File: config.mk
export PLATFORM = sky130hd
export DESIGN_NAME = vdp_vram_arb
export DESIGN_NICKNAME = d
export VERILOG_FILES = /design/src/rtl/vdp_vram_arb.sv
export SDC_FILE = /design/constraint.sdc
export NUM_CORES = 1
export LEC_CHECK = 0
export ABC_AREA = 1
export ABC_CLOCK_PERIOD_IN_PS = 1200
export CAP_MARGIN = 20
export CORE_MARGIN = 2
export CORE_UTILIZATION = 45
export DETAILED_ROUTE_END_ITERATION = 6
export DONT_BUFFER_PORTS = 1
export SLEW_MARGIN = 20
export SYNTH_ARGS = -nofsm -noshare
export SYNTH_HDL_FRONTEND = slang
export SYNTH_SLANG_ARGS = --single-unit
File: constraint.sdc
create_clock -name clk40m -period 1.2 [get_ports clk40m]
set_clock_uncertainty 0.15 [all_clocks]
set_input_delay 0.24 -clock clk40m [delete_from_list [all_inputs] [get_ports clk40m]]
set_output_delay 0.24 -clock clk40m [all_outputs]
set_load 0.02 [all_outputs]
File: src/rtl/vdp_vram_arb.sv
// Arbitrates NCH requesters onto one asynchronous 8-bit SRAM port (VDP video RAM).
// Latency: grant edge to ack pulse is WAIT+2 cycles; back-to-back grants every WAIT+3 cycles.
// Backpressure: no queuing; each requester holds req until its one-cycle ack pulse.
module vdp_vram_arb #(
    parameter int NCH  = 3,
    parameter int AW   = 14,
    parameter int WAIT = 1,
    parameter int RR   = 0
) (
    input  logic              clk40m,
    input  logic              rst,
    input  logic [NCH-1:0]    req,
    input  logic [NCH-1:0]    wr,
    input  logic [NCH*AW-1:0] addr,
    input  logic [NCH*8-1:0]  wdata,
    output logic [NCH-1:0]    ack,
    output logic [7:0]        rdata,
    output logic [AW-1:0]     sram_a,
    input  logic [7:0]        sram_din,
    output logic [7:0]        sram_dout,
    output logic              sram_doe,
    output logic              sram_oe_n,
    output logic              sram_we_n
);

    localparam int LGW = (NCH > 1) ? $clog2(NCH) : 1;
    localparam int CW  = (WAIT > 0) ? $clog2(WAIT + 1) : 1;

    typedef enum logic [1:0] {
        S_IDLE   = 2'd0,
        S_ACCESS = 2'd1,
        S_DONE   = 2'd2
    } state_t;

    state_t          state_q, state_d;
    logic [CW-1:0]   cnt_q, cnt_d;
    logic [LGW-1:0]  win_q, win_d;
    logic [LGW-1:0]  last_grant_q, last_grant_d;
    logic            wr_q, wr_d;
    logic [AW-1:0]   sram_a_q, sram_a_d;
    logic [7:0]      sram_dout_q, sram_dout_d;
    logic [7:0]      rdata_q, rdata_d;

    logic            any_req;
    logic [LGW-1:0]  grant_idx;
    logic [LGW-1:0]  lo_pick;
    logic [LGW-1:0]  hi_pick;
    logic            hi_found;
    logic            sel_wr;
    logic [AW-1:0]   sel_addr;
    logic [7:0]      sel_wdata;

    assign any_req = |req;

    // Winner selection: lowest requester overall, or (round-robin) the lowest
    // requester above the last grant, wrapping to the lowest overall.
    always_comb begin
        lo_pick   = '0;
        hi_pick   = '0;
        hi_found  = 1'b0;
        grant_idx = '0;
        for (int j = NCH - 1; j >= 0; j--) begin
            if (req[j]) begin
                lo_pick = LGW'(j);
            end
            if (req[j] && (LGW'(j) > last_grant_q)) begin
                hi_pick  = LGW'(j);
                hi_found = 1'b1;
            end
        end
        if (NCH == 1) begin
            grant_idx = '0;
        end else if ((RR != 0) && hi_found) begin
            grant_idx = hi_pick;
        end else begin
            grant_idx = lo_pick;
        end
    end

    // Pick the winning channel's request fields out of the packed buses.
    always_comb begin
        sel_wr    = 1'b0;
        sel_addr  = '0;
        sel_wdata = '0;
        for (int i = 0; i < NCH; i++) begin
            if (grant_idx == LGW'(i)) begin
                sel_wr    = wr[i];
                sel_addr  = addr[i*AW +: AW];
                sel_wdata = wdata[i*8 +: 8];
            end
        end
    end

    // State register and latched access parameters; reset abandons any access.
    always_ff @(posedge clk40m or posedge rst) begin
        if (rst) begin
            state_q      <= S_IDLE;
            cnt_q        <= '0;
            win_q        <= '0;
            last_grant_q <= LGW'(NCH - 1);
            wr_q         <= 1'b0;
            sram_a_q     <= '0;
            sram_dout_q  <= '0;
            rdata_q      <= '0;
        end else begin
            state_q      <= state_d;
            cnt_q        <= cnt_d;
            win_q        <= win_d;
            last_grant_q <= last_grant_d;
            wr_q         <= wr_d;
            sram_a_q     <= sram_a_d;
            sram_dout_q  <= sram_dout_d;
            rdata_q      <= rdata_d;
        end
    end

    // Next-state: grant in IDLE, count down WAIT+1 strobe cycles, one DONE cycle.
    always_comb begin
        state_d      = state_q;
        cnt_d        = cnt_q;
        win_d        = win_q;
        last_grant_d = last_grant_q;
        wr_d         = wr_q;
        sram_a_d     = sram_a_q;
        sram_dout_d  = sram_dout_q;
        rdata_d      = rdata_q;
        case (state_q)
            S_IDLE: begin
                if (any_req) begin
                    win_d        = grant_idx;
                    last_grant_d = grant_idx;
                    wr_d         = sel_wr;
                    sram_a_d     = sel_addr;
                    sram_dout_d  = sel_wdata;
                    cnt_d        = CW'(WAIT);
                    state_d      = S_ACCESS;
                end
            end
            S_ACCESS: begin
                if (cnt_q == '0) begin
                    state_d = S_DONE;
                    if (!wr_q) begin
                        rdata_d = sram_din;
                    end
                end else begin
                    cnt_d = cnt_q - 1'b1;
                end
            end
            S_DONE: begin
                state_d = S_IDLE;
            end
            default: begin
                state_d = S_IDLE;
            end
        endcase
    end

    // Ack pulse goes only to the latched winner, during DONE.
    always_comb begin
        ack = '0;
        for (int i = 0; i < NCH; i++) begin
            ack[i] = (state_q == S_DONE) && (win_q == LGW'(i));
        end
    end

    // SRAM strobes decoded from registered state only, so reset clears them
    // at once; the first write cycle is left as address setup before we_n.
    always_comb begin
        sram_oe_n = !((state_q == S_ACCESS) && !wr_q);
        sram_we_n = !((state_q == S_ACCESS) && wr_q && (cnt_q != CW'(WAIT)));
        sram_doe  = wr_q && (state_q != S_IDLE);
    end

    assign sram_a    = sram_a_q;
    assign sram_dout = sram_dout_q;
    assign rdata     = rdata_q;

endmodule

==> results of run 1 <==
placed cells by master (no fill, tap or decap):
cell type,instances
clkbuf_8,6
o21ai_1,2
inv_1,13
nor2_4,11
buf_12,6
buf_6,3
buf_4,7
clkinv_2,2
nor2_2,18
nand3_1,23
inv_2,4
nor2_1,23
nand2_2,6
nand2_4,9
o21ai_4,1
nor3_2,2
clkbuf_16,2
o21ai_0,2
dfrtp_2,7
dfrtp_1,29
dlygate4sd3_1,9
buf_16,4
o21ai_2,7
nand2_1,117
nand3_4,1
nand2_8,1
per-stage QoR:
step	area [um^2]	utilization [%]	total power, mW	setup slack, ns
final	2760	63.4	7.59	-0.338
after global routing	2760	63.4	8.12	-0.385
after CTS	2610	59.9	7.06	-0.344
after detailed placement	2180	50.2	5.12	-0.0671
after global placement	2180	50.2	5.06	-0.0461
after floorplan	2060	-	4.48	-0.0396
worst max-delay path: cells and delay by family, from the launching register on:
kind,cells,cell delay (ns)
DFF,1,0.39
buffers and inverters,2,0.13
and+or+nand+nor,3,0.34
per-layer routing:
layer,GRT usage (%),vias to the layer above,routed length (um)
met5,0,-,0
met4,6.08,0,87
met3,6.05,8,376
met2,37.4,75,2750
met1,25.0,836,2130
li1,-,934,-
logic make-up (layout without fill, tap and decap cells):
family | after synthesis | after routing
AND/OR/NAND/NOR | 211 | 211
AO/OA/AOI/OAI | 12 | 12
buffers and inverters | 32 | 56
flip-flops | 36 | 36
area by class of cell:
cell class              count  share of cell area (%)
clock inverters             2                   0.363
well taps                  52                    2.36
flip-flops and latches     36                    33.0
repair buffers             31                    16.6
inverters                  17                    2.31
clock buffers               6                    2.99
multi-input cells         223                    42.4
what timing repair did:
| action | CTS | global route |
|---|---|---|
| gates cloned | 4 | 2 |
| hold buffers | 9 | 0 |
| hold endpoints to repair | 44 | 0 |
| pin swaps | 15 | 3 |
| gates resized for setup | 35 | 32 |
| setup endpoints to repair | 39 | 41 |
| buffers inserted | 3 | 1 |
state kept, by name (all words and copies together) (netlist names):
register	flops
sram_a	14
wr_q	1
state_q	2
sram_dout	8
rdata	8
cnt_q	1
win_q	2
power by group through the flow:
stage	Combinational [mW]	Clock (mW)	Sequential [mW]
floorplan	1.70	0	2.78
global placement	2.16	0	2.90
detailed placement	2.23	0	2.89
CTS	3.22	0.923	2.91
global route	4.08	0.978	3.06
finish	3.70	0.891	2.99
worst paths after layout:
| check | start | end | depth (start not counted) |
|---|---|---|---|
| setup / recovery | state_q[0]$_DFFE_PP0P_ | sram_we_n | 5 |
| hold / removal | addr[22] | sram_a[8]$_DFFE_PP0P_ | 4 |
| setup reg to reg | state_q[0]$_DFFE_PP0P_ | rdata[4]$_DFFE_PP0P_ | 8 |
| hold reg to reg | cnt_q$_DFFE_PP0P_ | state_q[1]$_DFFE_PP0P_ | 1 |
| max in group asynchronous | rst | rdata[7]$_DFFE_PP0P_ | 3 |
| min in group asynchronous | rst | rdata[0]$_DFFE_PP0P_ | 3 |
==> key figures, run 1 <==
Placement
  – Buffers on Ports: 0
  – GP Congestion: 0.699
  – Cells after DPL: ~340
  – Dpl hpwl: 3260 um

Yosys
  – Post-Synth XOR/XNOR Area: 0%
  – Mux contribution to synthesized area: 0%
  – Area leader, netlist: dfrtp_1
  – Area contributors post-synth: dfrtp_1, nand2_1, nor2_1
  – Seq/Total Area, Yosys: 44.3%
  – Netlist Area Pre-Place: 2030 um^2
  – Adder-cell share of the synthesized area: 0%
  – Post-synth top area share: 44.3%
  – Synth Flop Type: dfrtp_1
  – Post-Synthesis Cells: 291
  – Post-Syn Nets: between 300 and 400
  – EDFF count, synth: 0
  – Top-count cell post-synth: nand2_1
  – Synth unique cells: 17
  – Synth warn: 0
  – Synthesized area per cell: 6.99 um^2
  – Synth Area in Compound Gates: 4.43%
  – Register bit total from synthesis: 36
  – Post-synth top cells: nand2_1, nor2_1, dfrtp_1
  – Post-synth ARST share: 100%
  – Simple-Gate Fraction of Synth Area: 43.0%
  – Largest family of logic cells by synthesized area: simple AND/OR/NAND/NOR gates

STA
  – Fin crit period: around 1.5 ns
  – Max Freq: 650 MHz
  – Final setup margin: -0.338 ns
  – Final Hold Fails: 0
  – Period utilisation layout: 128%
  – Slew Limit Fails: 0
  – Slew at the pin with the worst max-slew slack: 0.418 ns
  – RSZ-0062 raised after global routing: yes
  – Setup tns final: -9.01 ns
  – # setup viols final: 41
  – Rel. slew slack: 72.1%
  – Hold WS: 0.0142 ns

Clock tree
  – CTS Buf Count: 5
  – Clock Tree Buf Depth: 2
  – CTS tree: built
  – Clk_lat worst skew: ~0.28 ns
  – Clk root buf: clkbuf_8
  – H-tree Lvls: 2
  – CTS clock-pin slew for the worst setup and hold paths: 0.07 ns
  – Clock sinks: 36

Floorplanning
  – Core Rows: 24
  – Initial Utilization: 46.7%
  – Die W: just over 70 um
  – Core footprint: between 4000 and 5000 um^2
  – Io pins: 118
  – Die Area: 5080 um^2
  – Die Span Y: 71.2 um

Run status
  – Status: finished with violations
  – Failing checks: setup timing

Pwr
  – Sw frac: 45.5%
  – Switch Pwr: 3.45 mW
  – Combinational share of power: 48.8%
  – Clock power share: between 10% and 20%
  – Seq pwr share: between 30% and 40%
  – Power density cells: 2750 nW/um^2
  – Leak Pwr: 1.41 nW
  – P_int: 4.14 mW
  – VDD IR max: roughly 1.3 mV

GRT
  – Antenna violations before repair: 0
  – Global-route wire length before repair: 8310 um
  – Congestion Overflow GR: 0
  – Vias in the first global route: around 1800
  – Global-route usage over all layers: a little over a fifth
  – Largest net degree at the start of global routing: 37

Flow run
  – Max Cap Viol: 0

Worst setup path
  – CP Cell Sequence: inv_2 -> nor2_4 -> inv_2 -> nor2_4 -> nand2_4
  – Critical path required time: between 0.8 and 0.9 ns
  – Crit path kind: register to primary output
  – Reg2reg setup slack: -0.24 ns
  – CP max stage delay: 0.39 ns
  – Startpoint Class: register
  – Crit-path max FO: 2
  – Slowest CP cell: dfrtp_1
  – Worst EP arrival: 1.15 ns
  – Crit end category: primary output

Finish
  – Area Overhead vs Synth: 35.6%
  – Filler cells: a little under 400
  – Final Non-Filler Cells: between 300 and 400
  – Nets: 396
  – Register area: 910 um^2
  – Antenna Diode Count: 0
  – Layout cells sized above 1: a little under a third
  – Multi-input gate area: approximately 1200 um^2

Detailed routing
  – Drt total wl: 5350 um
  – WL/cell: 14.6 um
  – Post-route ant nets: 0
  – Residual DRC: 0
  – Vias/cell: 5.05
  – Drt pass-1 iters: 4
  – DRT iter0 DRCs: 48
  – Via count: 1853

Hold path
  – HP Class: input pin to register
Note: power is estimated with default switching activity, not from simulation.
==> run 2, diff against run 1 <==
--- a/config.mk
+++ b/config.mk
@@ -10,6 +10,7 @@
 export CAP_MARGIN = 20
 export CORE_MARGIN = 2
 export CORE_UTILIZATION = 45
+export CTS_CLUSTER_SIZE = 40
 export DETAILED_ROUTE_END_ITERATION = 6
 export DONT_BUFFER_PORTS = 1
 export SLEW_MARGIN = 20
==> results of run 2 <==
No change in the layout: final DEF, timing and power equal those of run 1.
